==> src/rtl/vadd_ctrl_pkg.sv <==
// ---------------------------------------------------------------------------
// vadd_ctrl_pkg
// Shared types and constants for the vadd kernel control sequencer.
//   ctrl_state_t          : sequencer FSM state encoding
//   DEFAULT_XFER_BYTES_C  : transfer size used when the host passes 0
//   BYTES_PER_BEAT_C      : m_axi beat size in bytes (transfer-size granule)
// ---------------------------------------------------------------------------
package vadd_ctrl_pkg;

    typedef enum logic [1:0] {
        S_IDLE,
        S_LAUNCH,
        S_RUN,
        S_DONE
    } ctrl_state_t;

    localparam int unsigned DEFAULT_XFER_BYTES_C = 16384;
    localparam int unsigned BYTES_PER_BEAT_C     = 64;

endpackage : vadd_ctrl_pkg

==> src/rtl/vadd_done_collector.sv <==
// ---------------------------------------------------------------------------
// vadd_done_collector
// Collects the per-engine done pulses of one run and keeps the run-cycle
// counter that also feeds the watchdog.
// Ports:
//   clk_i       in   kernel clock
//   rst_i       in   asynchronous reset, active-high
//   clear_i     in   start of a new run: drop sticky bits, zero the counter
//   run_i       in   high while the sequencer is in RUN
//   eng_done_i  in   per-engine 1-cycle done pulse
//   all_done_o  out  every engine has finished (includes this cycle's pulses)
//   cnt_inc_o   out  saturated counter+1 (cycle number of the current RUN cycle)
// ---------------------------------------------------------------------------
module vadd_done_collector
    import vadd_ctrl_pkg::*;
#(
    parameter int unsigned NUM_ENGINES = 2,
    parameter int unsigned CNT_WIDTH   = 32
) (
    input  logic                   clk_i,
    input  logic                   rst_i,
    input  logic                   clear_i,
    input  logic                   run_i,
    input  logic [NUM_ENGINES-1:0] eng_done_i,
    output logic                   all_done_o,
    output logic [CNT_WIDTH-1:0]   cnt_inc_o
);

    localparam logic [CNT_WIDTH-1:0] CNT_MAX = '1;

    logic [NUM_ENGINES-1:0] seen;
    logic [CNT_WIDTH-1:0]   cnt_q;

    genvar gi;
    generate
        for (gi = 0; gi < NUM_ENGINES; gi++) begin : g_eng
            logic sticky_q;

            always_ff @(posedge clk_i or posedge rst_i) begin
                if (rst_i) begin
                    sticky_q <= 1'b0;
                end else if (clear_i) begin
                    sticky_q <= 1'b0;
                end else if (run_i && eng_done_i[gi]) begin
                    sticky_q <= 1'b1;
                end
            end

            // Pulse arriving this cycle counts too, so the final done
            // does not have to wait a cycle to be registered first.
            assign seen[gi] = sticky_q | eng_done_i[gi];
        end
    endgenerate

    assign all_done_o = run_i & (&seen);

    // Saturate instead of wrapping so a very long run never looks short.
    assign cnt_inc_o = (cnt_q == CNT_MAX) ? CNT_MAX : (cnt_q + CNT_WIDTH'(1));

    always_ff @(posedge clk_i or posedge rst_i) begin
        if (rst_i) begin
            cnt_q <= '0;
        end else if (clear_i) begin
            cnt_q <= '0;
        end else if (run_i) begin
            cnt_q <= cnt_inc_o;
        end
    end

endmodule : vadd_done_collector

==> src/rtl/vadd_kernel_ctrl_seq.sv <==
// ---------------------------------------------------------------------------
// vadd_kernel_ctrl_seq
// Kernel-level control sequencer for the vadd engines. Speaks ap_ctrl_chain
// to the host shell, latches and sanitises the transfer size, launches all
// engines together, waits for every done pulse and guards the run with a
// cycle watchdog.
// Ports:
//   ap_clk / areset        clock, asynchronous active-high reset
//   ap_start / ap_continue host start level and ap_done acknowledge
//   ap_idle / ap_ready / ap_done  handshake outputs (all registered)
//   scalar00               requested transfer size in bytes
//   timeout_cycles         watchdog limit in RUN cycles, 0 disables it
//   eng_start              per-engine 1-cycle start pulse
//   eng_xfer_bytes         sanitised transfer size for all engines
//   eng_done               per-engine 1-cycle done pulse
//   timeout_err            sticky: last run was ended by the watchdog
//   run_cycles             RUN cycles of the last completed run
// ---------------------------------------------------------------------------
module vadd_kernel_ctrl_seq
    import vadd_ctrl_pkg::*;
#(
    parameter int unsigned NUM_ENGINES        = 2,
    parameter int unsigned XFER_SIZE_WIDTH    = 32,
    parameter int unsigned DEFAULT_XFER_BYTES = DEFAULT_XFER_BYTES_C,
    parameter int unsigned BYTES_PER_BEAT     = BYTES_PER_BEAT_C,
    parameter int unsigned CNT_WIDTH          = 32
) (
    input  logic                       ap_clk,
    input  logic                       areset,
    input  logic                       ap_start,
    input  logic                       ap_continue,
    output logic                       ap_idle,
    output logic                       ap_ready,
    output logic                       ap_done,
    input  logic [XFER_SIZE_WIDTH-1:0] scalar00,
    input  logic [CNT_WIDTH-1:0]       timeout_cycles,
    output logic [NUM_ENGINES-1:0]     eng_start,
    output logic [XFER_SIZE_WIDTH-1:0] eng_xfer_bytes,
    input  logic [NUM_ENGINES-1:0]     eng_done,
    output logic                       timeout_err,
    output logic [CNT_WIDTH-1:0]       run_cycles
);

    localparam logic [XFER_SIZE_WIDTH-1:0] DEFAULT_BYTES = XFER_SIZE_WIDTH'(DEFAULT_XFER_BYTES);
    localparam logic [XFER_SIZE_WIDTH-1:0] BEAT_BYTES    = XFER_SIZE_WIDTH'(BYTES_PER_BEAT);
    // BYTES_PER_BEAT is a power of two, so this clears the sub-beat bits.
    localparam logic [XFER_SIZE_WIDTH-1:0] BEAT_MASK     = ~(BEAT_BYTES - XFER_SIZE_WIDTH'(1));

    ctrl_state_t                state_q;
    logic                       ap_idle_q;
    logic                       ap_ready_q;
    logic                       ap_done_q;
    logic [NUM_ENGINES-1:0]     eng_start_q;
    logic [XFER_SIZE_WIDTH-1:0] xfer_bytes_q;
    logic [XFER_SIZE_WIDTH-1:0] xfer_bytes_d;
    logic [XFER_SIZE_WIDTH-1:0] xfer_aligned;
    logic                       timeout_err_q;
    logic [CNT_WIDTH-1:0]       run_cycles_q;

    logic                       accept;
    logic                       in_run;
    logic                       all_done;
    logic [CNT_WIDTH-1:0]       cnt_inc;
    logic                       timeout_hit;

    // ---------------- size sanitiser ----------------
    assign xfer_aligned = scalar00 & BEAT_MASK;

    always_comb begin
        xfer_bytes_d = xfer_aligned;
        if (scalar00 == '0) begin
            xfer_bytes_d = DEFAULT_BYTES;
        end else if (xfer_aligned == '0) begin
            // Sub-beat request rounds up to a single beat rather than zero.
            xfer_bytes_d = BEAT_BYTES;
        end
    end

    // ---------------- done collection / counter ----------------
    assign accept = (state_q == S_IDLE) && ap_start;
    assign in_run = (state_q == S_RUN);

    vadd_done_collector #(
        .NUM_ENGINES (NUM_ENGINES),
        .CNT_WIDTH   (CNT_WIDTH)
    ) u_done_collector (
        .clk_i      (ap_clk),
        .rst_i      (areset),
        .clear_i    (accept),
        .run_i      (in_run),
        .eng_done_i (eng_done),
        .all_done_o (all_done),
        .cnt_inc_o  (cnt_inc)
    );

    assign timeout_hit = (timeout_cycles != '0) && (cnt_inc == timeout_cycles);

    // ---------------- sequencer FSM ----------------
    always_ff @(posedge ap_clk or posedge areset) begin
        if (areset) begin
            state_q       <= S_IDLE;
            ap_idle_q     <= 1'b1;
            ap_ready_q    <= 1'b0;
            ap_done_q     <= 1'b0;
            eng_start_q   <= '0;
            xfer_bytes_q  <= DEFAULT_BYTES;
            timeout_err_q <= 1'b0;
            run_cycles_q  <= '0;
        end else begin
            ap_ready_q  <= 1'b0;
            eng_start_q <= '0;
            unique case (state_q)
                S_IDLE: begin
                    if (ap_start) begin
                        state_q       <= S_LAUNCH;
                        ap_idle_q     <= 1'b0;
                        ap_ready_q    <= 1'b1;
                        eng_start_q   <= '1;
                        xfer_bytes_q  <= xfer_bytes_d;
                        timeout_err_q <= 1'b0;
                    end
                end
                S_LAUNCH: begin
                    state_q <= S_RUN;
                end
                S_RUN: begin
                    // Completion is checked first so it wins a tie with the watchdog.
                    if (all_done) begin
                        state_q      <= S_DONE;
                        ap_done_q    <= 1'b1;
                        run_cycles_q <= cnt_inc;
                    end else if (timeout_hit) begin
                        state_q       <= S_DONE;
                        ap_done_q     <= 1'b1;
                        timeout_err_q <= 1'b1;
                        run_cycles_q  <= cnt_inc;
                    end
                end
                S_DONE: begin
                    if (ap_continue) begin
                        state_q   <= S_IDLE;
                        ap_done_q <= 1'b0;
                        ap_idle_q <= 1'b1;
                    end
                end
                default: begin
                    state_q   <= S_IDLE;
                    ap_done_q <= 1'b0;
                    ap_idle_q <= 1'b1;
                end
            endcase
        end
    end

    assign ap_idle        = ap_idle_q;
    assign ap_ready       = ap_ready_q;
    assign ap_done        = ap_done_q;
    assign eng_start      = eng_start_q;
    assign eng_xfer_bytes = xfer_bytes_q;
    assign timeout_err    = timeout_err_q;
    assign run_cycles     = run_cycles_q;

endmodule : vadd_kernel_ctrl_seq

==> config.mk <==
export PLATFORM = sky130hd
export DESIGN_NAME = vadd_kernel_ctrl_seq
export DESIGN_NICKNAME = d
export VERILOG_FILES = /design/src/rtl/vadd_ctrl_pkg.sv /design/src/rtl/vadd_done_collector.sv /design/src/rtl/vadd_kernel_ctrl_seq.sv
export SDC_FILE = /design/constraint.sdc
export NUM_CORES = 1
export LEC_CHECK = 0
export ABC_AREA = 1
export BUFFER_PORTS_ARGS = -buffer_cell sky130_fd_sc_hd__buf_2
export CAP_MARGIN = 0
export CELL_PAD_IN_SITES_DETAIL_PLACEMENT = 0
export CELL_PAD_IN_SITES_GLOBAL_PLACEMENT = 1
export CORE_MARGIN = 1
export CORE_UTILIZATION = 30
export DETAILED_ROUTE_END_ITERATION = 12
export PLACE_DENSITY = 0.65
export RECOVER_POWER = 50
export SLEW_MARGIN = 20
export SYNTH_ARGS = -nofsm -noshare
export SYNTH_HDL_FRONTEND = slang
export SYNTH_SLANG_ARGS = --single-unit
==> constraint.sdc <==
create_clock -name ap_clk -period 5.15 [get_ports ap_clk]
set_input_delay 0.2575 -clock ap_clk [delete_from_list [all_inputs] [get_ports ap_clk]]
set_output_delay 0.2575 -clock ap_clk [all_outputs]
set_load 0.02 [all_outputs]
* Yosys cells after proc, flatten, opt, wreduce, memory -nomap -nowiden
Index checks and enable logic that the tools add are counted.
** Word-level totals
- Output and inout bits :: 70
- Register bits after elaboration :: 106
- Logic and storage cells :: 76
- Bits of input ports :: 70
** Operators by class
- Multiplexer cells :: 29
- Equal/unequal tests :: 10
- Bitwise gates (word level) :: 3
- Reduce and logical (&&, ||, !) cells :: 22
- Add/subtract/negate cells :: 1
** Operators with widths (count)
- 32-bit two-way mux :: 7
- 32-bit logical NOT :: 2
- 32-bit by 1-bit adder with 32-bit output, second input constant :: 1
- 32-bit equality test :: 1
- 32-bit equality test, second input constant :: 1
- 32-bit nonzero test :: 1
- 2-bit nonzero test :: 7
- 1-bit two-way mux :: 12
- 2-bit two-way mux :: 6
- 3-bit AND reduction :: 3
- 2-bit inequality test, second input constant :: 4
- 2-bit one-hot mux with 4 select lines :: 1
- 1-bit one-hot mux with 2 select lines :: 3
- 2-bit AND reduction :: 3
- 2-bit equality test, second input constant :: 2
- 1-bit logical AND :: 4
- 4-bit AND reduction :: 1
- 3-bit inequality test, second input constant :: 1
- 2-bit by 1-bit equality test with 1-bit output, second input constant :: 1
- 2-bit logical NOT :: 1
- 1-bit bitwise OR :: 2
- 1-bit bitwise AND :: 1

* Logic depth before layout (Yosys ltp)
- Depth in word-level cells :: 7
- Depth in mapped cells :: 22
- Mapped depth without buffers :: 20

* Cells and area by module
Synthesis repeated with hierarchy kept, for this count alone.
** Unflattened totals
- Cell total of the unflattened synthesis :: 846
- Area total of the unflattened synthesis :: 6014.5 µm²
** By module, submodules not included
- vadd_kernel_ctrl_seq :: area each 3490.8 µm², sequential area each 1604.0 µm², instances 1, cells each 465
- vadd_done_collector :: area each 2523.7 µm², sequential area each 850.8 µm², instances 1, cells each 381

* Worst setup path after synthesis
Ideal clock, no wire load.
- Path kind :: flip-flop to flip-flop
- Start point :: register u_done_collector.cnt_q[0]
- End point :: register run_cycles_q[2] (netlist: run_cycles[2])
- Cell stages (with the launch flop) :: 22
- Path slack :: 2706 ps
- Setup time :: 118 ps
- Buffers on the path :: 3
- Data arrival time :: 2326 ps
- Data required time :: 5032 ps
- Period minus slack after synthesis :: 2444 ps
- Cell sequence :: dfrtp_1 ha_1 nand2_2 nor2_4 nand2_4 nor2_8 nand2_2 buf_6 buf_6 nand3_1 nand2_1 nor2_1 nand2_1 nor2_1 nand2_1 nor2_1 nand2_1 nand2_2 nand2_4 buf_6 nand2_1 o21ai_2
** Between the ends
- Longest elaborated chain between the ends :: 6
- Elaborated cells on any way between the ends :: 9
- Those cells by class :: add/sub (1); eq/ne (2); mux (3); reduce/logical (3)
** Ends and longest elaborated chain
- from (decl) :: RTL line vadd_done_collector.sv:32 : logic [CNT_WIDTH-1:0] cnt_q;
- from (signal assigned) :: RTL line vadd_done_collector.sv:66 : cnt_q <= cnt_inc_o;
- 32-bit by 1-bit adder with 32-bit output or 32-bit equality test (tied branches) :: RTL line vadd_done_collector.sv:58 : assign cnt_inc_o = (cnt_q == CNT_MAX) ? CNT_MAX : (cnt_q + CNT_WIDTH'(1));
- 32-bit two-way mux * :: RTL line vadd_done_collector.sv:58
- 32-bit equality test :: RTL line vadd_kernel_ctrl_seq.sv:96 : assign timeout_hit = (timeout_cycles != '0) && (cnt_inc == timeout_cycles);
- 1-bit logical AND :: RTL line vadd_kernel_ctrl_seq.sv:96
- 2-bit nonzero test (no line)
- 2-bit AND reduction (no line)
- to (signal assigned) :: RTL line vadd_kernel_ctrl_seq.sv:131 : run_cycles_q <= cnt_inc;
- to (signal assigned) :: RTL line vadd_kernel_ctrl_seq.sv:136 : run_cycles_q <= cnt_inc;
- to (decl) :: RTL line vadd_kernel_ctrl_seq.sv:58 : logic [CNT_WIDTH-1:0] run_cycles_q;
Mark *: on every way between the ends. The rest lies on a longest branch, timed or not. The select of a mux whose other input is x is not followed.
A chain may end at the register's enable or synchronous reset.

* Worst setup path after layout
- Start point :: register u_done_collector.cnt_q[0]
- End point :: register run_cycles_q[14] (netlist: run_cycles[14])
The elaborated chain is that of the path after synthesis.

==> metrics.csv <==
metric,value,unit
reg-to-reg setup timing slack,1.40,ns
core footprint,0.0195,sq mm
Fillers,2176,
final-report max-slew violation count,46,
status,"complete, but fails checks",
share of cells above drive strength 1,17.5,%
most frequent cells in the layout,"250 x nand2_1, 139 x inv_1, 96 x dfrtp_1",
clk sink count,98,
fmax,267,MHz
Worst VDD drop,0.000176,V
Max Buffers Root-to-Sink,2,
grt ovf,0,
final hold vios,0,
CTS tree,built,
class of the worst hold path,in2reg,
setup bufs post-CTS,0,
largest net degree at the start of global routing,65,
register area,0.00245,sq mm
pwr dens,370,mW/mm^2
Max-cap violations,1,
footprint of the multi-input gates,0.00281,sq mm
initial antenna violation count,2,
diodes inserted,0,
placed cell areas,0.00684,sq mm
Leak,3.56,nW
Port Buf Inserts,133,
Synth Cell Area,0.00600,sq mm
Slew @ Worst Pin,2.12,ns
die area,0.0206,sq mm
Inserted Clock Buffers,9,
crit path max-delay cell type,nand2_4,
vias in the first global route,5291,
CTS H-Tree Depth,3,
Total Power,2.62,mW
Yosys reg bits,98,
Crit Path Max Fanout,64,
"Seq/Total Area, Yosys",40.9,%
Final Critical Period,3.75,ns
DRC errors left,0,
clk_skew,0.0109,ns
critical path class,reg2reg,
Routability Congestion,0.845,
Post-Route Setup TNS,0,ns
syn_area_per_cell,7.14,sq um
crit path DAT,3.96,ns
Tcrit/Tclk final,72.9,%
violated checks,"capacitance limit, slew limit",
Slew headroom,-42.1,%
cts hold-fix bufs,0,
Starting Density,30.7,%
"most common cell after layout, fill and taps aside",nand2_1,
CP cell instances,"ha_1, nand2_2, nor2_4, nand2_4, nor2_8, nand3_2, nand2_1, nand2_1, nand2_1, nand2_1, nor2_1, nand3_1, nor2_1, nand2_1, nand2_2, nand2_4, nand2_1, o21ai_2",
Detail Route Antenna Nets,0,
# IOs,140,
"most used cell, CP",nand2_1,
Via Count,5495,
Final HPWL DP,14.0,mm
DR iter-0 viols,456,
Worst Path Required,5.36,ns
clock latency on the worst-skew pair,0.36,ns
WL per Instance,14.7,um
crit-path max cell delay,0.49,ns
cts repair resizes,0,
"Design Area, Final",0.00708,sq mm
die height,143,um
Gate Count Post-Synth,840,
unrepaired setup endpoints after global routing,no,
startpoint type of the worst setup path,flop,
first-pass GRT wire length,28.4,mm
# setup viols final,0,
routed wire length,18.1,mm
Pre-antenna DRT Iters,5,
CP Capture Type,flop,
GRT Overall Usage,18.4,%
num rows,51,
"CTS clk-pin slew, worst paths",0.07,ns
Yosys cell types,35,
die width,143,um
yosys synthesis warning count,0,
clock root cell,clkbuf_16,
area grow syn2layout,18.1,%
vias per cell,4.46,
fin nets,1038,
cells in the mapped netlist:
cell	instances	area, sq um
nor2_8	1	20.0
a21o_1	1	7.51
nor3_1	5	25.0
xor2_1	8	70.1
ha_1	5	62.6
nor2b_1	1	6.26
buf_1	1	3.75
inv_1	140	526
clkinv_1	1	3.75
buf_4	8	60.1
clkbuf_1	10	37.5
o21ai_0	39	195
dfrtp_1	96	2400
nor2_1	68	255
xnor2_1	2	17.5
a41oi_1	1	8.76
nand3_2	2	20.0
nor2_4	1	11.3
nand2_1	250	938
nand2_4	2	22.5
inv_2	4	15.0
o21ai_2	32	280
nand4_1	20	125
dfstp_2	2	52.6
buf_6	8	90.1
a22o_1	1	8.76
a21oi_1	3	15.0
nor2_2	3	18.8
conb_1	1	3.75
nor4_1	3	18.8
o22ai_1	27	169
nand2_2	29	181
nand3_1	59	295
or2_2	2	12.5
buf_2	4	20.0
kinds of logic (layout without fill, tap and decap cells):
family | after synthesis | count (layout) | synth area share, %
flip-flops | 98 | 98 | 40.9
buffers and inverters | 176 | 299 | 12.6
AO/OA/AOI/OAI | 104 | 104 | 11.4
other | 1 | 6 | 0.0625
AND/OR/NAND/NOR | 446 | 446 | 32.5
adder cells (fa/ha/maj) | 5 | 5 | 1.04
XOR/XNOR | 10 | 10 | 1.46
metal layers:
layer / global-route usage [%] / vias to the layer above / share of wire (%)
met5: 0 / - / 0.050
met4: 5.26 / 2 / 1.4
met3: 4.70 / 17 / 6.0
met2: 30.1 / 142 / 47
met1: 23.8 / 2470 / 46
li1: - / 2864 / -
cell type report:
class	instances	share of cell area (%)
Multi-Input combinational cell	571	39.6
Timing Repair Buffer	138	8.76
Clock inverter	4	0.795
Inverter	145	7.70
Tap cell	265	4.68
Clock buffer	12	3.76
Sequential cell	98	34.7
final timing paths:
check,from,to,depth (start not counted)
setup / recovery,u_done_collector.cnt_q[0]$_DFFE_PP0P_,run_cycles[14]$_DFFE_PP0P_,18
hold / removal,scalar00[7],eng_xfer_bytes[7]$_DFFE_PP0P_,3
setup reg to reg,u_done_collector.cnt_q[0]$_DFFE_PP0P_,run_cycles[14]$_DFFE_PP0P_,18
hold reg to reg,eng_xfer_bytes[7]$_DFFE_PP0P_,eng_xfer_bytes[7]$_DFFE_PP0P_,2
max in group asynchronous,areset,run_cycles[23]$_DFFE_PP0P_,3
min in group asynchronous,areset,eng_xfer_bytes[22]$_DFFE_PP0P_,2
flip-flops by register name (all words and copies together) (netlist names):
register / cells
run_cycles: 32
u_done_collector.cnt_q: 32
eng_xfer_bytes: 26
state_q: 2
u_done_collector.g_eng.sticky_q: 2
ap_done: 1
ap_idle: 1
eng_start: 1
timeout_err: 1
worst max-delay path, delay by kind of cell, from the launching register on:
family / cells / cell delay (ns)
simple gates: 16 / 2.82
flops: 1 / 0.41
fa+ha+maj: 1 / 0.24
compound gates: 1 / 0.07
report_power, final:
group	leakage, nW	internal (mW)	switching, mW	total, mW
Clock	0.160	0.422	0.318	0.740
Sequential	1.31	0.919	0.0909	1.01
Combinational	2.09	0.229	0.644	0.873
through the flow:
step	util [%]	setup WS, ns	hold WS (ns)	std cells
floorplan	-	2.33	0.367	845
global placement	35.1	1.43	0.384	1217
detailed placement	35.1	1.39	0.389	1217
CTS	36.7	1.36	0.0107	1233
global route	36.3	0.938	0.123	1233
finish	36.3	1.40	0.112	1233
No activity file was read; power rests on OpenSTA's default activity.
